### src/rtl/envelope_defs_pkg.sv
// Shared envelope definitions: phase codes, volume limits and ramp step arithmetic.
// Used by the ramp datapath and its gain stage (and by the envelope controller).
package envelope_defs_pkg;

  localparam int unsigned ENV_W  = 12;
  localparam int unsigned STEP_W = 8;
  localparam int unsigned PROD_W = 2 * ENV_W;

  localparam logic [ENV_W-1:0] VOLUME_RESET = 12'h000;
  localparam logic [ENV_W-1:0] VOLUME_MAX   = 12'h7FF;

  typedef enum logic [2:0] {
    PH_NONE    = 3'd0,
    PH_ATTACK  = 3'd1,
    PH_DECAY   = 3'd2,
    PH_SUSTAIN = 3'd3,
    PH_RELEASE = 3'd4,
    PH_BLANK   = 3'd5
  } phase_t;

  typedef struct packed {
    logic              valid;
    logic [PROD_W-1:0] prod;
  } gain_stage_t;

  function automatic logic [ENV_W-1:0] attack_next(input logic [ENV_W-1:0]  vol,
                                                   input logic [STEP_W-1:0] step,
                                                   input logic [ENV_W-1:0]  vmax);
    logic [ENV_W:0] sum;
    sum = (ENV_W+1)'(vol) + (ENV_W+1)'(step);
    if (sum > (ENV_W+1)'(vmax)) return vmax;
    return sum[ENV_W-1:0];
  endfunction

  // Lands exactly on the sustain level instead of overshooting or wrapping.
  function automatic logic [ENV_W-1:0] decay_next(input logic [ENV_W-1:0]  vol,
                                                  input logic [STEP_W-1:0] step,
                                                  input logic [ENV_W-1:0]  sus);
    logic [ENV_W:0] diff;
    diff = (ENV_W+1)'(vol) - (ENV_W+1)'(step);
    if ((vol <= sus) || diff[ENV_W] || (diff[ENV_W-1:0] < sus)) return sus;
    return diff[ENV_W-1:0];
  endfunction

  function automatic logic [ENV_W-1:0] release_next(input logic [ENV_W-1:0]  vol,
                                                    input logic [STEP_W-1:0] step);
    if (vol < ENV_W'(step)) return VOLUME_RESET;
    return vol - ENV_W'(step);
  endfunction

endpackage

### src/rtl/env_vca12.sv
// Two-stage gain path: sample * volume registered, then truncated to 12 bits.
// Valid travels alongside; reset drops anything in flight.
module env_vca12
  import envelope_defs_pkg::*;
(
  input  logic             clk,
  input  logic             rst,
  input  logic [ENV_W-1:0] sample_i,
  input  logic             sample_valid_i,
  input  logic [ENV_W-1:0] volume,
  output logic [ENV_W-1:0] sample_o,
  output logic             sample_valid_o
);

  gain_stage_t s1;
  logic        unused_prod;

  // Full-scale volume is 0x7FF, so the useful product bits sit just below the MSB.
  assign unused_prod = ^{s1.prod[PROD_W-1], s1.prod[ENV_W-2:0]};

  always_ff @(posedge clk) begin
    if (rst) begin
      s1             <= '0;
      sample_o       <= '0;
      sample_valid_o <= 1'b0;
    end else begin
      s1.valid <= sample_valid_i;
      if (sample_valid_i) s1.prod <= PROD_W'(sample_i) * PROD_W'(volume);
      sample_valid_o <= s1.valid;
      if (s1.valid) sample_o <= s1.prod[PROD_W-2:ENV_W-1];
    end
  end

endmodule

### src/rtl/envelope_ramp12.sv
// Per-voice envelope ramp: steps volume on new_sample ticks according to the
// controller's phase code, and applies it to the oscillator sample.
module envelope_ramp12
  import envelope_defs_pkg::*;
#(
  parameter logic [ENV_W-1:0] VOL_MAX = 12'h7FF,
  parameter int unsigned      RATE_W  = 8
) (
  input  logic              CLK,
  input  logic              RST,
  input  logic              new_sample,
  input  logic [2:0]        state,
  input  logic [RATE_W-1:0] attack_rate,
  input  logic [RATE_W-1:0] decay_rate,
  input  logic [RATE_W-1:0] release_rate,
  input  logic [STEP_W-1:0] attack_step,
  input  logic [STEP_W-1:0] decay_step,
  input  logic [STEP_W-1:0] release_step,
  input  logic [ENV_W-1:0]  sustain_value,
  output logic [ENV_W-1:0]  volume,
  output logic              step_tick,
  input  logic [ENV_W-1:0]  sample_i,
  input  logic              sample_valid_i,
  output logic [ENV_W-1:0]  sample_o,
  output logic              sample_valid_o
);

  phase_t            prev_state;
  phase_t            prev_nxt;
  phase_t            cur;
  logic [RATE_W-1:0] div_cnt;
  logic [RATE_W-1:0] div_nxt;
  logic [RATE_W-1:0] rate_sel;
  logic [ENV_W-1:0]  vol_nxt;
  logic [ENV_W-1:0]  stepped;
  logic              tick_nxt;

  always_ff @(posedge CLK) begin
    if (RST) begin
      volume     <= VOLUME_RESET;
      div_cnt    <= '0;
      prev_state <= PH_BLANK;
      step_tick  <= 1'b0;
    end else begin
      volume     <= vol_nxt;
      div_cnt    <= div_nxt;
      prev_state <= prev_nxt;
      step_tick  <= tick_nxt;
    end
  end

  // Per-phase rate and candidate stepped volume.
  always_comb begin
    cur      = phase_t'(state);
    rate_sel = '0;
    stepped  = volume;
    case (cur)
      PH_ATTACK: begin
        rate_sel = attack_rate;
        stepped  = attack_next(volume, attack_step, VOL_MAX);
      end
      PH_DECAY: begin
        rate_sel = decay_rate;
        stepped  = decay_next(volume, decay_step, sustain_value);
      end
      PH_RELEASE: begin
        rate_sel = release_rate;
        stepped  = release_next(volume, release_step);
      end
      default: ;
    endcase
  end

  // Next-state: only ticks touch the registers; a phase change restarts the divider.
  always_comb begin
    vol_nxt  = volume;
    div_nxt  = div_cnt;
    prev_nxt = prev_state;
    tick_nxt = 1'b0;
    if (new_sample) begin
      prev_nxt = cur;
      if (cur != prev_state) begin
        div_nxt = '0;
        if (cur == PH_SUSTAIN)    vol_nxt = sustain_value;
        else if (cur == PH_BLANK) vol_nxt = VOLUME_RESET;
      end else begin
        case (cur)
          PH_ATTACK, PH_DECAY, PH_RELEASE: begin
            if (div_cnt >= rate_sel) begin
              div_nxt  = '0;
              tick_nxt = 1'b1;
              vol_nxt  = stepped;
            end else begin
              div_nxt = div_cnt + RATE_W'(1);
            end
          end
          PH_SUSTAIN: vol_nxt = sustain_value;
          PH_BLANK:   vol_nxt = VOLUME_RESET;
          default: ;
        endcase
      end
    end
  end

  env_vca12 u_vca (
    .clk            (CLK),
    .rst            (RST),
    .sample_i       (sample_i),
    .sample_valid_i (sample_valid_i),
    .volume         (volume),
    .sample_o       (sample_o),
    .sample_valid_o (sample_valid_o)
  );

endmodule
### config.mk
export PLATFORM = sky130hd
export DESIGN_NAME = envelope_ramp12
export DESIGN_NICKNAME = d
export VERILOG_FILES = /design/src/rtl/envelope_defs_pkg.sv /design/src/rtl/env_vca12.sv /design/src/rtl/envelope_ramp12.sv
export SDC_FILE = /design/constraint.sdc
export NUM_CORES = 1
export LEC_CHECK = 0
export BUFFER_PORTS_ARGS = -buffer_cell sky130_fd_sc_hd__buf_2
export CORE_ASPECT_RATIO = 0.5
export CORE_UTILIZATION = 36
export CTS_CLUSTER_SIZE = 14
export DETAILED_ROUTE_END_ITERATION = 16
export PLACE_DENSITY = 0.51
export SYNTH_ARGS = -nofsm -noshare
export SYNTH_HDL_FRONTEND = slang
export SYNTH_SLANG_ARGS = --single-unit
### constraint.sdc
create_clock -name CLK -period 6.4 [get_ports CLK]
set_input_delay 0 -clock CLK [delete_from_list [all_inputs] [get_ports CLK]]
set_output_delay 0 -clock CLK [all_outputs]
set_load 0.02 [all_outputs]
Word-level counts from Yosys, hierarchy flattened --
Index checks and enable logic that the tools add are counted.
Storage, ports and cells: flip-flop bits (word level) 61, input port bits 79, output and inout bits 26, logic and storage cells 60
Cells by class: add/sub/neg operators 4, $mul 1, magnitude comparators 5, eq/ne operators 9, multiplexer cells 23, bitwise gates (word level) 2, reduce and logical (&&, ||, !) cells 8
Operator list (count):
- 12-bit 2-to-1 mux | 10
- 12-bit one-hot mux with 3 select lines | 2
- 8-bit 2-to-1 mux | 3
- 8-bit one-hot mux with 3 select lines | 1
- 12-bit by 12-bit multiplier with 23-bit output | 1
- 12-bit by 8-bit adder with 13-bit output | 1
- 13-bit by 11-bit greater-than comparator with 1-bit output, second input constant | 1
- 12-bit by 8-bit subtractor with 13-bit output | 1
- 12-bit less-or-equal comparator | 1
- 12-bit less-than comparator | 1
- 12-bit by 8-bit less-than comparator with 1-bit output | 1
- 12-bit by 8-bit subtractor with 12-bit output | 1
- 8-bit by 1-bit adder with 8-bit output, second input constant | 1
- 8-bit >= comparator | 1
- 1-bit 2-to-1 mux | 7
- 3-bit by 2-bit equality test with 1-bit output, second input constant | 2
- 3-bit equality test, second input constant | 2
- 5-bit != test, second input constant | 1
- 5-bit AND reduction | 1
- 4-bit OR reduction | 1
- 3-bit by 1-bit equality test with 1-bit output, second input constant | 1
- 3-bit by 1-bit != test with 1-bit output, second input constant | 1
- 3-bit != test | 1
- 3-bit != test, second input constant | 1
- other kinds (6) | 8

Logic depth before layout (Yosys ltp) --
Gate-level depths: netlist (run 1).
depth after elaboration 10, gate-level depth with buffers 24, gate-level depth less buffers 21

Modules after synthesis --
From an unflattened synthesis (run 1), not the netlist that was laid out.
Unflattened totals: cell total of the unflattened synthesis 1076, area total of the unflattened synthesis 8938.6 µm²
Modules (own cells, without submodules):
- env_vca12 | times used 1, cells an instance 602, area each 5333.9 µm², sequential area each 520.5 µm²
- envelope_ramp12 | times used 1, cells an instance 474, area each 3604.7 µm², sequential area each 480.5 µm²

Worst setup path after synthesis (run 1) --
No wires, ideal clock.
path type register to register, start point reg volume[8], end point reg u_vca.s1[19] in the netlist's numbering, data arrival time 5.749 ns, data required time 6.281 ns, path slack 0.532 ns, stages on the path, launching flop included 22, buffers on the path 3, clock period less this slack 5.868 ns, cell sequence dfxtp_1 -> clkbuf_1 -> clkbuf_1 -> clkbuf_1 -> nand2_1 -> fa_1 -> fa_1 -> fa_1 -> inv_1 -> fa_1 -> inv_1 -> fa_1 -> inv_1 -> ha_1 -> a21o_1 -> a221oi_4 -> o21ai_2 -> a21o_1 -> a21o_1 -> a21oi_1 -> xor2_1 -> o21ai_1
Between the ends: longest elaborated chain between the ends 1
RTL lines:
- from (decl) | line envelope_ramp12.sv:20 | output logic [ENV_W-1:0] volume,
- from (signal assigned) | line envelope_ramp12.sv:45 | volume <= vol_nxt;
- 12-bit by 12-bit multiplier with 23-bit output | line env_vca12.sv:28 | if (sample_valid_i) s1.prod <= PROD_W'(sample_i) * PROD_W'(volume);
- to (decl) | line env_vca12.sv:15 | gain_stage_t s1;
Every way passes these cells. A chain may end at the register's enable or synchronous reset.

Final worst setup path (run 1) --
start point reg volume[9], end point reg u_vca.s1[19] in the netlist's numbering
The elaborated chain is that of the path after synthesis.

==> results.yml, run 1 <==
synth:
  synth_top_area_frac: 0.231
  yosysSeqAreaShare: 0.115
  ys_types: 68
  syn_inst: 1061
  ys_ff_latch: 50
  synth_edf_count: 0
  synth_common_cells: "inv_1, nand2_1, ha_1, fa_1, nor2_1"
  yosys.area.top_type: "fa_1"
  postSynthAreaPerCell_sq_um: 8.23
  async_flop_share: 0
  synthFlopType: "dfxtp_1"
  yosysWarnings: 0
  synth.area.top_cells: "fa_1, ha_1, dfxtp_1"
  syn-num-nets: 1352
  synthMostInstantiatedCell: "inv_1"
  netlist_area_sq_um: 8730
final_layout:
  fin_cells: 1445
  regArea_sq_um: 1000
  area_growth_syn_to_layout_pct: 11.4
  multi_input_area_sq_um: 6920
  nFillCells: 2408
  design_area_sq_um: 9730
  antenna_cells: 0
  drive_above_1_share: 0.129
  finalNetCount: 1428
sta:
  rsz0062_at_grt: "false"
  fmax_mhz: 184
  fin_crit_ns: 5.43
  tightest_slew_ns: 1.18
  fin_tns_setup_ns: 0
  finalCritPeriodShare: 0.849
  max-slew-margin-rel: 0.214
  hold_violations: 0
  drv_slew: 0
  setup_viol: 0
  fin_skew_ns: 0.00545
pwr:
  peakVddDrop_mv: 0.0915
  finalPower_mw: 1.18
  p_per_area_nw_per_um2: 121
  total_leakage_power_nw: 4.97
global_routing:
  gr-total-overflow: 0
  antenna_found_initial: 0
  grtUsageTotal: 0.196
  grt_pass1_wl_mm: 39.2
  grt_pass1_vias: 7576
  grt_max_degree: 33
worst_setup_path:
  cpPeakStageDelay_ns: 0.60
  crit_path_start_kind: "register"
  crit_chain: "nand2_1 -> fa_1 -> fa_1 -> inv_1 -> fa_1 -> fa_1 -> inv_1 -> fa_1 -> inv_1 -> ha_1 -> nand3_1 -> a21oi_1 -> a221oi_4 -> o21ai_2 -> a21o_1 -> a21o_1 -> a21oi_1 -> xor2_1 -> o21ai_1"
  critPathMaxFanout: 13
  cp_slowest_cell: "dfxtp_1"
  worstPathArrival_ns: 5.63
  worstSetupPathType: "reg2reg"
  path_common_cell: "fa_1"
  cp_data_required_time_ns: 6.59
  cp_num_buf_inv: 3
  cp-end-kind: "register"
  cpLargestDelayFamily: "adder cells"
floorplanning:
  core.rowCount: 39
  core_sq_um: 23300
  die_area_sq_um: 24900
  boundaryPins: 105
  start_util: 0.374
  die_w_microns: 222
  die_h_microns: 112
detailed_routing:
  wire_per_inst_microns: 16.2
  wirelength_mm: 23.4
  drtIter0Drc: 376
  num_vias: 7283
  route.detailed.drc: 0
  ant_nets: 0
  drtPass1Iterations: 5
  via_per_inst: 5.04
place:
  post-place-cells: 1437
  dpl_cell_area_sq_um: 9560
  port_buffers: 104
  dp_hpwl_mm: 19.4
  gp_congestion: 0.854
cts:
  root_buffer: "clkbuf_16"
  cts.sinks: 50
  clk_pin_slew_ns: 0.07
  ctsResizeCount: 0
  ctsHoldBuffers: 0
  cts_tree: "done"
  cts_max_level: 2
  insertion_delay_ns: 0.30
  cts-buffers-inserted: 5
  clockBufferDepth: 2
  post_cts_buffers: 0
outcome:
  status: "finished, final reports clean"
job:
  maxCapViolations: 0
worst_hold_path:
  hp-class: "in2reg"
==> cell families after synthesis <==
kind of cell	count (synthesis)	share of synthesized area
fa+ha+maj	212	0.390
buf+inv	218	0.0943
simple gates	329	0.176
mux	27	0.0317
compound gates	171	0.139
xor+xnor	54	0.0541
flops	50	0.115
==> worst reg2reg max path: cells and delay by family, from the launching register on <==
kind / cells / cell delay (ns)
adder cells (fa/ha/maj): 6 / 2.95
AO/OA/AOI/OAI: 7 / 1.23
flip-flops: 1 / 0.60
AND/OR/NAND/NOR: 2 / 0.22
XOR/XNOR: 1 / 0.17
buffers and inverters: 3 / 0.15
==> state kept, by name (all words and copies together), names as in the netlist <==
register and count:
u_vca.sample_valid_o 1, volume 12, u_vca.s1 13, prev_state 3, u_vca.sample_o 12, div_cnt 8, step_tick 1
==> layout by cell type, fill, tap and decap left out, types with 14 or more instances in the layout <==
cell / n
inv_1: 168
nand2_1: 130
ha_1: 111
buf_2: 104
fa_1: 101
nor2_1: 76
dfxtp_1: 50
and2_1: 49
a21oi_1: 48
xnor2_1: 34
mux2i_1: 25
xor2_1: 20
o21ai_0: 18
o21ai_1: 15
a21o_1: 14
nand3_1: 14
==> worst paths after layout <==
kind | start | endpoint | slack (ns) | depth (start not counted)
setup reg to reg | volume[9] | u_vca.s1[19] | 0.97 | 19
hold / removal | sustain_value[1] | volume[1] | 0.05 | 3
setup / recovery | volume[9] | u_vca.s1[19] | 0.97 | 19
hold reg to reg | u_vca.s1[19] | u_vca.s1[19] | 0.46 | 2
==> where the power goes <==
part | internal (mW) | total, mW | switching, mW
Clock | 0.185 | 0.317 | 0.133
Sequential | 0.326 | 0.344 | 0.0181
Combinational | 0.208 | 0.514 | 0.306
Total | 0.720 | 1.18 | 0.456
==> per-layer routing <==
layer / vias to the layer above / wire length (microns) / GRT usage
li1: 3606 / - / -
met1: 3523 / 11900 / 0.284
met2: 141 / 10400 / 0.323
met3: 13 / 917 / 0.0204
met4: 0 / 172 / 0.0287
met5: - / 0 / 0
==> layout make-up <==
type,instances,area share
repair buffers,117,0.0635
flip-flops and latches,50,0.103
clock buffers,5,0.0129
multi-input cells,793,0.711
clock inverters,3,0.00463
inverters,170,0.0656
well taps,307,0.0395
==> metrics by stage <==
step	hold WS [ns]	setup slack, ns	utilization
floorplan	0.154	0.532	-
global placement	0.353	1.02	0.410
detailed placement	0.342	0.929	0.410
CTS	0.0213	0.899	0.417
global route	0.0487	0.642	0.417
finish	0.0485	0.966	0.417
No activity file was read; power rests on OpenSTA's default activity.
==> inputs of run 2 (changes only) <==
--- a/config.mk
+++ b/config.mk
@@ -10,7 +10,7 @@
 export CORE_UTILIZATION = 36
 export CTS_CLUSTER_SIZE = 14
 export DETAILED_ROUTE_END_ITERATION = 16
-export PLACE_DENSITY = 0.51
+export PLACE_DENSITY = 0.53
 export SYNTH_ARGS = -nofsm -noshare
 export SYNTH_HDL_FRONTEND = slang
 export SYNTH_SLANG_ARGS = --single-unit
==> constraint.sdc (replaced) <==
create_clock -name CLK -period 4.8 [get_ports CLK]
set_input_delay 0 -clock CLK [delete_from_list [all_inputs] [get_ports CLK]]
set_output_delay 0 -clock CLK [all_outputs]
set_load 0.02 [all_outputs]
==> run 2 against run 1 <==
The flow now finishes with violations (setup timing). Setup slack got worse by 1.1 ns. Cell count increased by 3.2%. Routed wire length decreased by 0.14%. Critical endpoint is now u_vca.s1[18]. Largest cell class unchanged. Highest routed layer unchanged.
==> results.yml, run 2 (synthesis results as in run 1) <==
place:
  dp_hpwl_mm: 19.7
  post-place-cells: 1473
  port_buffers: 104
  gp_congestion: 0.894
global_routing:
  grt_pass1_vias: 7839
  grt_pass1_wl_mm: 39.4
  antenna_found_initial: 0
  gr-total-overflow: 0
  grt_max_degree: 33
  grtUsageTotal: 0.195
worst_hold_path:
  hp-class: "in2reg"
sta:
  fin_hold_ws_ns: 0.0259
  fin_ws_ns: -0.123
  fmax_mhz: 203
  setup_viol: 6
  finalCritPeriodShare: 1.03
  fin_skew_ns: 0.00899
  hold_violations: 0
  max-slew-margin-rel: 0.251
  drv_slew: 0
  rsz0062_at_grt: "true"
  fin_tns_setup_ns: -0.362
  fin_crit_ns: 4.92
  tightest_slew_ns: 1.12
worst_setup_path:
  cp_num_buf_inv: 4
  cp_slowest_cell: "fa_1"
  cpPeakStageDelay_ns: 0.57
  worstSetupPathType: "reg2reg"
  cpLargestDelayFamily: "adder cells"
  cp-end-kind: "register"
  critPathMaxFanout: 4
  path_common_cell: "fa_1"
  crit_path_start_kind: "register"
  worstPathArrival_ns: 5.09
  crit_chain: "buf_4 -> nand2_2 -> fa_1 -> fa_1 -> fa_1 -> inv_1 -> fa_1 -> inv_1 -> fa_1 -> inv_2 -> ha_4 -> a21o_1 -> a221oi_4 -> o21ai_4 -> a21o_1 -> a21o_1 -> xor2_1 -> mux2i_1 -> nor2_1"
  cp_data_required_time_ns: 4.96
cts:
  insertion_delay_ns: 0.30
  cts_max_level: 2
  ctsHoldBuffers: 0
  cts.sinks: 50
  cts-buffers-inserted: 5
  clockBufferDepth: 2
  clk_pin_slew_ns: 0.07
  cts_tree: "done"
  root_buffer: "clkbuf_16"
detailed_routing:
  num_vias: 7527
  wire_per_inst_microns: 15.6
  drtPass1Iterations: 5
  route.detailed.drc: 0
  via_per_inst: 5.05
  wirelength_mm: 23.3
  drtIter0Drc: 314
  ant_nets: 0
final_layout:
  nFillCells: 2348
  fin_cells: 1491
  layout_commonest_cell: "inv_1"
  drive_above_1_share: 0.201
  finalNetCount: 1474
  antenna_cells: 0
  final_util: 0.440
  final_cell_mix: "inv_1, nand2_1, buf_2"
  largest-register: "u_vca.s1"
  area_growth_syn_to_layout_pct: 17.6
  reg_top3: "u_vca.s1 (13), u_vca.sample_o (12), volume (12)"
  largest_reg_flops: 13
floorplanning:
  core_sq_um: 23300
  start_util: 0.374
  die_area_sq_um: 24900
  core.rowCount: 39
  die_w_microns: 222
  boundaryPins: 105
  die_h_microns: 112
pwr:
  peakVddDrop_mv: 0.132
  total_leakage_power_nw: 5.22
  p_per_area_nw_per_um2: 156
job:
  maxCapViolations: 0
outcome:
  violations: "setup timing"
  status: "finished with violations"
run 2: cell types whose count changed in the layout (fill, tap and decap cells not counted), sizes merged:
cell and delta:
buf +46, clkinv +2, bufinv -1, clkinvlp -2, inv +1
run 2: final timing paths:
| path | start | to | slack (ns) | cells after the start |
|---|---|---|---|---|
| min reg2reg | u_vca.s1[19] | u_vca.s1[19] | 0.46 | 2 |
| min | sustain_value[11] | volume[11] | 0.03 | 3 |
| max | volume[5] | u_vca.s1[18] | -0.12 | 19 |
| max reg2reg | volume[5] | u_vca.s1[18] | -0.12 | 19 |
run 2: where the power goes:
part / leakage, nW / switching, mW / internal (mW)
logic: 4.73 / 0.435 / 0.330
registers: 0.413 / 0.0209 / 0.433
clock network: 0.0759 / 0.186 / 0.200
total: 5.22 / 0.642 / 0.962
run 2: layout make-up:
cell class / instances / area [sq um] / area share
Sequential cell: 50 / 1030 / 0.101
Clock buffer: 5 / 125 / 0.0122
Inverter: 170 / 638 / 0.0621
Multi-Input combinational cell: 793 / 7080 / 0.689
Clock inverter: 3 / 28.8 / 0.00280
Timing Repair Buffer: 163 / 980 / 0.0954
Tap cell: 307 / 384 / 0.0374
run 2: worst min-delay path, stage by stage:
cell      delay [ns]
buf_2           0.11
a221oi_1        0.08
nor2_1          0.10
run 2: metal layers:
layer | GRT usage | wire length (microns) | vias to the layer above
li1 | - | - | 3698
met1 | 0.283 | 11700 | 3668
met4 | 0.0269 | 198 | 0
met2 | 0.320 | 10500 | 145
met3 | 0.0217 | 936 | 16
met5 | 0 | 0 | -
run 2: timing repair:
action                                  in CTS  in global routing
endpoints found under the setup margin       8                 11
resized for setup                           23                  7
pin swaps                                   24                 15
buffers inserted                             7                  3
run 2: metrics by stage:
step,instance area [sq um],setup WS (ns),power [mW]
floorplan,8910,-0.144,0.981
global placement,9930,-0.137,1.19
detailed placement,9930,-0.195,1.21
CTS,10200,-0.140,1.61
global route,10300,-0.366,1.74
finish,10300,-0.123,1.60
